**config.mk**
```make
export PLATFORM = sky130hd
export DESIGN_NAME = decode_stage_p
export DESIGN_NICKNAME = d
export VERILOG_FILES = /design/src/rtl/decode_stage_p.sv
export SDC_FILE = /design/constraint.sdc
export NUM_CORES = 2
export LEC_CHECK = 0
export ABC_CLOCK_PERIOD_IN_PS = 2600
export BUFFER_PORTS_ARGS = -buffer_cell sky130_fd_sc_hd__buf_4
export CAP_MARGIN = 5
export CORE_AREA = 2 2 371 373
export CTS_CLUSTER_DIAMETER = 200
export DETAILED_ROUTE_END_ITERATION = 16
export DIE_AREA = 0 0 373 375
export GPL_TIMING_DRIVEN = 0
export PLACE_DENSITY = 0.61
export SYNTH_ARGS = -nofsm -noshare
export SYNTH_HDL_FRONTEND = slang
export SYNTH_SLANG_ARGS = --single-unit
export TNS_END_PERCENT = 100
```
**constraint.sdc**
```tcl
create_clock -name clk -period 2.6 [get_ports clk]
set_clock_uncertainty 0.1 [all_clocks]
set_input_delay 0.52 -clock clk [delete_from_list [all_inputs] [get_ports clk]]
set_output_delay 0.52 -clock clk [all_outputs]
set_load 0.005 [all_outputs]
```
**src/rtl/decode_stage_p.sv**
```systemverilog
// decode_stage_p: instruction decode stage with register file, write-to-read
// bypass, load-use hazard detection and the ID/EX pipeline register.
// Ports:
//   clk, rst (async, active-low)
//   decode side : instr_d, valid_d, pc_d, pc_plus4_d, ctrl_d, mem_read_d, imm_d
//   writeback    : wb_we, wb_rd, wb_data
//   control      : stall_ext, flush in; stall_d out (combinational)
//   ID/EX        : valid_e, ctrl_e, mem_read_e, rs1_data_e, rs2_data_e,
//                  imm_e, pc_e, pc_plus4_e, rd_e, rs1_e, rs2_e
module decode_stage_p #(
  parameter int unsigned XLEN      = 32,
  parameter int unsigned NREG      = 32,
  parameter int unsigned CTRL_W    = 12,
  parameter int unsigned WB_BYPASS = 1
) (
  input  logic              clk,
  input  logic              rst,
  input  logic [31:0]       instr_d,
  input  logic              valid_d,
  input  logic [XLEN-1:0]   pc_d,
  input  logic [XLEN-1:0]   pc_plus4_d,
  input  logic [CTRL_W-1:0] ctrl_d,
  input  logic              mem_read_d,
  input  logic [XLEN-1:0]   imm_d,
  input  logic              wb_we,
  input  logic [4:0]        wb_rd,
  input  logic [XLEN-1:0]   wb_data,
  input  logic              stall_ext,
  input  logic              flush,
  output logic              stall_d,
  output logic              valid_e,
  output logic [CTRL_W-1:0] ctrl_e,
  output logic              mem_read_e,
  output logic [XLEN-1:0]   rs1_data_e,
  output logic [XLEN-1:0]   rs2_data_e,
  output logic [XLEN-1:0]   imm_e,
  output logic [XLEN-1:0]   pc_e,
  output logic [XLEN-1:0]   pc_plus4_e,
  output logic [4:0]        rd_e,
  output logic [4:0]        rs1_e,
  output logic [4:0]        rs2_e
);

  localparam int unsigned AW = $clog2(NREG);

  logic [4:0]      rs1Field, rs2Field, rdField;
  logic [AW-1:0]   rs1Idx, rs2Idx, wbIdx;
  logic [XLEN-1:0] rs1Data, rs2Data;
  logic            loadUse;
  logic [XLEN-1:0] regFile [NREG];

  // Opcode/funct bits and any high index bits are not used by this stage.
  logic unusedBits;
  assign unusedBits = ^{instr_d[31:25], instr_d[14:12], instr_d[6:0], wb_rd};

  assign rs1Field = instr_d[19:15];
  assign rs2Field = instr_d[24:20];
  assign rdField  = instr_d[11:7];
  assign rs1Idx   = rs1Field[AW-1:0];
  assign rs2Idx   = rs2Field[AW-1:0];
  assign wbIdx    = wb_rd[AW-1:0];

  // Register file; entry 0 is never written so it always reads zero.
  always_ff @(posedge clk or negedge rst) begin
    if (!rst) begin
      for (int i = 0; i < int'(NREG); i++) regFile[i] <= '0;
    end else if (wb_we && (wbIdx != '0)) begin
      regFile[wbIdx] <= wb_data;
    end
  end

  // Combinational operand read with optional same-cycle writeback bypass.
  always_comb begin
    rs1Data = '0;
    rs2Data = '0;
    if (rs1Idx != '0) begin
      rs1Data = regFile[rs1Idx];
      if ((WB_BYPASS != 0) && wb_we && (wbIdx == rs1Idx)) rs1Data = wb_data;
    end
    if (rs2Idx != '0) begin
      rs2Data = regFile[rs2Idx];
      if ((WB_BYPASS != 0) && wb_we && (wbIdx == rs2Idx)) rs2Data = wb_data;
    end
  end

  // Load in EX whose destination feeds the instruction in decode.
  assign loadUse = valid_e && mem_read_e && (rd_e != 5'd0) && valid_d &&
                   ((rd_e == rs1Field) || (rd_e == rs2Field));

  assign stall_d = (loadUse || stall_ext) && !flush;

  // ID/EX register: flush > stall_ext hold > load-use bubble > load.
  always_ff @(posedge clk or negedge rst) begin
    if (!rst) begin
      valid_e    <= 1'b0;
      ctrl_e     <= '0;
      mem_read_e <= 1'b0;
      rs1_data_e <= '0;
      rs2_data_e <= '0;
      imm_e      <= '0;
      pc_e       <= '0;
      pc_plus4_e <= '0;
      rd_e       <= '0;
      rs1_e      <= '0;
      rs2_e      <= '0;
    end else if (flush || (!stall_ext && loadUse)) begin
      valid_e    <= 1'b0;
      ctrl_e     <= '0;
      mem_read_e <= 1'b0;
      rs1_data_e <= '0;
      rs2_data_e <= '0;
      imm_e      <= '0;
      pc_e       <= '0;
      pc_plus4_e <= '0;
      rd_e       <= '0;
      rs1_e      <= '0;
      rs2_e      <= '0;
    end else if (!stall_ext) begin
      // An invalid slot still carries its data but no side effects.
      valid_e    <= valid_d;
      ctrl_e     <= valid_d ? ctrl_d : '0;
      mem_read_e <= valid_d && mem_read_d;
      rd_e       <= valid_d ? rdField : 5'd0;
      rs1_data_e <= rs1Data;
      rs2_data_e <= rs2Data;
      imm_e      <= imm_d;
      pc_e       <= pc_d;
      pc_plus4_e <= pc_plus4_d;
      rs1_e      <= rs1Field;
      rs2_e      <= rs2Field;
    end
  end

endmodule

```
==> impl_metrics.toml <==
[status]
outcome = "finished with violations"
violations = "hold timing, setup timing"

[worst_setup_path]
cp-end-kind = "output pin"
worst_ep_arrival_time_ns = 2.41
crit_required_ns = 1.98
crit_type = "flop to output pin"
cp_max_fo = 5
startpoint_type = "flop"

[yosys]
yosysWarnings = 0
yosys_register_bits = 1213
synth_async_sr_flop_share_pct = 100
syn_area_per_cell_sq_um = 14.7
synth_edf_count = 0
yosysSeqAreaShare_pct = 49.9
synth_cells = 4129
synth_area_sq_mm = 0.0608
synth_cell_types = 43
synth_nets = 4313
ys.flop_type = "dfrtp_1"

[die]
fp-row-count = 136
core_sq_mm = 0.136
start_util_pct = 44.6
io_pins = 374
die_width_microns = 373
die_y_microns = 375
dieArea_sq_mm = 0.140

[power_and_ir_drop]
p_per_area_mw_per_mm2 = 755
total_power_mw = 55.9
vdd_ir_drop_max_mv = 0.433
leakage_nw = 32.6

[place]
place_area_sq_mm = 0.0661
placed_cells = 6290
place_congestion = 0.995
port_buffers = 345
dp_hpwl_mm = 180

[clock_network]
clk_pin_slew_worst_paths_ns = 0.06
cts_buffer_depth = 3
tritoncts = "done"
cts_hold_buf = 143
htreeDepth = 4
clkLatencyLatePin_ns = 0.80
cts_buffers = 137
ctsRootBufferMaster = "clkbuf_16"
cts.sinks = 1213

[sta]
period_needed_ns = 3.03
max_freq_ghz = 0.330
slew_viol_final = 0
holdWs_ns = -0.441
fin_tns_setup_ns = -6.66
grt_setup_unrepaired = "yes"
setup_viol = 88
period_share_pct = 116
tightest_slew_ns = 1.47
worst_slack_ns = -0.428
hold_viol = 138
relSlewSlack_pct = 1.89

[layout]
layout-drive-gt1-share_pct = 47.4
design_area_sq_mm = 0.0740
nets = 4996
fin_cells = 6712
post-route-util_pct = 54.3
area_growth_pct = 21.7

[route]
vias = 44946
vias_per_cell = 6.70
finalWirelength_mm = 257
drt_iter0_drc = 5549
wl_per_cell_microns = 38.3
ant_nets = 0
drtPass1Iterations = 6
drc = 0

[grt]
grt_pass1_vias = 44806
grt_antenna_before_repair = 12
grt_pass1_wl_mm = 354
grt_max_degree = 171
grtUsageTotal_pct = 36.4
grt-ovfl-total = 0

[min_path]
hp-class = "input pin to async pin"

[flow_run]
maxCapViolations = 0
## routing by layer
layer	vias up	track usage, %	wire (microns)
met2	2845	52.8	110000
met1	23883	46.9	98700
met5	-	0	162
met3	709	11.4	28700
met4	12	24.2	19800
li1	17497	-	-
## flip-flops by register name, indices dropped and copies added, names as in the netlist, 12 cells and up
register    cells
rs1_data_e     32
imm_e          32
pc_plus4_e     32
pc_e           32
rs2_data_e     32
ctrl_e         12
regFile      1024
## report_power, final
| group | internal (mW) | leakage, nW | switching (mW) |
|---|---|---|---|
| clock network | 11.9 | 2.26 | 8.35 |
| registers | 22.1 | 15.7 | 2.41 |
| logic | 6.06 | 14.7 | 5.08 |
| total | 40.0 | 32.6 | 15.8 |
## critical path, cell delays in order (launching register included)
cell and delay [ns]:
dfrtp_2 0.48, or4_4 0.45, o2111ai_4 0.22, inv_2 0.06, and2_4 0.17, nor2_4 0.07
nor2_1 0.04, buf_4 0.12
## stage by stage
stage	hold slack [ns]	setup slack, ns
after floorplan	0.124	0.00333
after CTS	-0.403	-0.598
final	-0.441	-0.428
after global placement	0.352	-14.28
after global routing	-0.387	-0.516
after detailed placement	0.366	-2.30
## area by class of cell
type	count	area, sq um
clock inverters	43	551
multi-input cells	2434	29100
plain buffers	471	2630
diodes	7	17.5
clock buffers	195	4030
flip-flops and latches	1213	30400
repair buffers	554	5030
well taps	1794	2240
fillers	11293	62300
inverters	1	3.75
## worst paths after layout
path / from / endpoint / slack, ns / cells after the start
max in group asynchronous: rst / regFile[485] / 0.33 / 4
min in group clk: wb_data[26] / rs2_data_e[26] / 0.03 / 2
setup reg to reg: rd_e[4] / rs2_data_e[3] / -0.21 / 9
hold / removal: rst / imm_e[0] / -0.44 / 1
setup / recovery: rd_e[4] / stall_d / -0.43 / 7
hold reg to reg: regFile[995] / regFile[995] / 0.38 / 1
## Yosys cell counts, drive strengths merged (4+ instances only)
| master | n | area share (%) |
|---|---|---|
| a22oi | 118 | 1.5 |
| nand2 | 24 | 0.15 |
| nand3 | 9 | 0.074 |
| a21o | 5 | 0.062 |
| or3b | 4 | 0.058 |
| a2111oi | 20 | 0.29 |
| buf | 173 | 1.5 |
| o22ai | 64 | 0.66 |
| xnor2 | 12 | 0.17 |
| mux4 | 385 | 14 |
| nor4 | 18 | 0.19 |
| nand3b | 6 | 0.074 |
| nor3b | 5 | 0.080 |
| nor2b | 4 | 0.041 |
| o21ai | 4 | 0.033 |
| mux2 | 993 | 18 |
| and2 | 32 | 0.33 |
| clkbuf | 308 | 1.9 |
| nor3 | 19 | 0.16 |
| o221ai | 64 | 0.92 |
| a221o | 60 | 0.99 |
| xor2 | 8 | 0.12 |
| dfrtp | 1213 | 50 |
| a22o | 176 | 2.5 |
| mux2i | 255 | 4.2 |
| a21oi | 55 | 0.46 |
| a211oi | 59 | 0.73 |
| nor2 | 24 | 0.16 |
## cells by family (layout without fill, tap and decap cells)
logic type | Yosys count | after routing | synth area share (%)
AO/OA/AOI/OAI | 628 | 628 | 8.19
XOR/XNOR | 20 | 20 | 0.288
buffers and inverters | 482 | 1264 | 3.36
flip-flops | 1213 | 1213 | 49.9
multiplexers | 1633 | 1633 | 36.8
other | 0 | 7 | 0
AND/OR/NAND/NOR | 153 | 153 | 1.39
## placed cells by master, fill, tap and decap left out, types with 11 or more instances in the layout
master	count
mux2_2	993
buf_2	41
a211oi_2	24
buf_1	46
o221ai_1	64
buf_4	401
a211oi_1	35
buf_12	14
clkinv_2	21
a221o_1	60
buf_16	14
buf_6	38
clkbuf_1	229
a22o_1	176
dlygate4sd3_1	143
o22ai_1	63
mux2i_1	253
nor4_4	15
mux4_2	385
clkbuf_4	25
a21oi_1	52
bufinv_16	11
clkbuf_8	33
xnor2_1	12
clkbuf_2	70
a22oi_1	116
nand2_1	24
buf_8	14
and2_1	30
clkbuf_16	146
dfrtp_1	1209
## timing repair
action / 4_1_cts / 5_1_grt
gates resized for setup: 364 / 72
setup buffers: 43 / 8
setup endpoints to repair: 320 / 466
pin swaps: 27 / 12
hold endpoints to repair: 334 / 138
cloned: 3 / 2
Power figures use the tool's default switching activity.
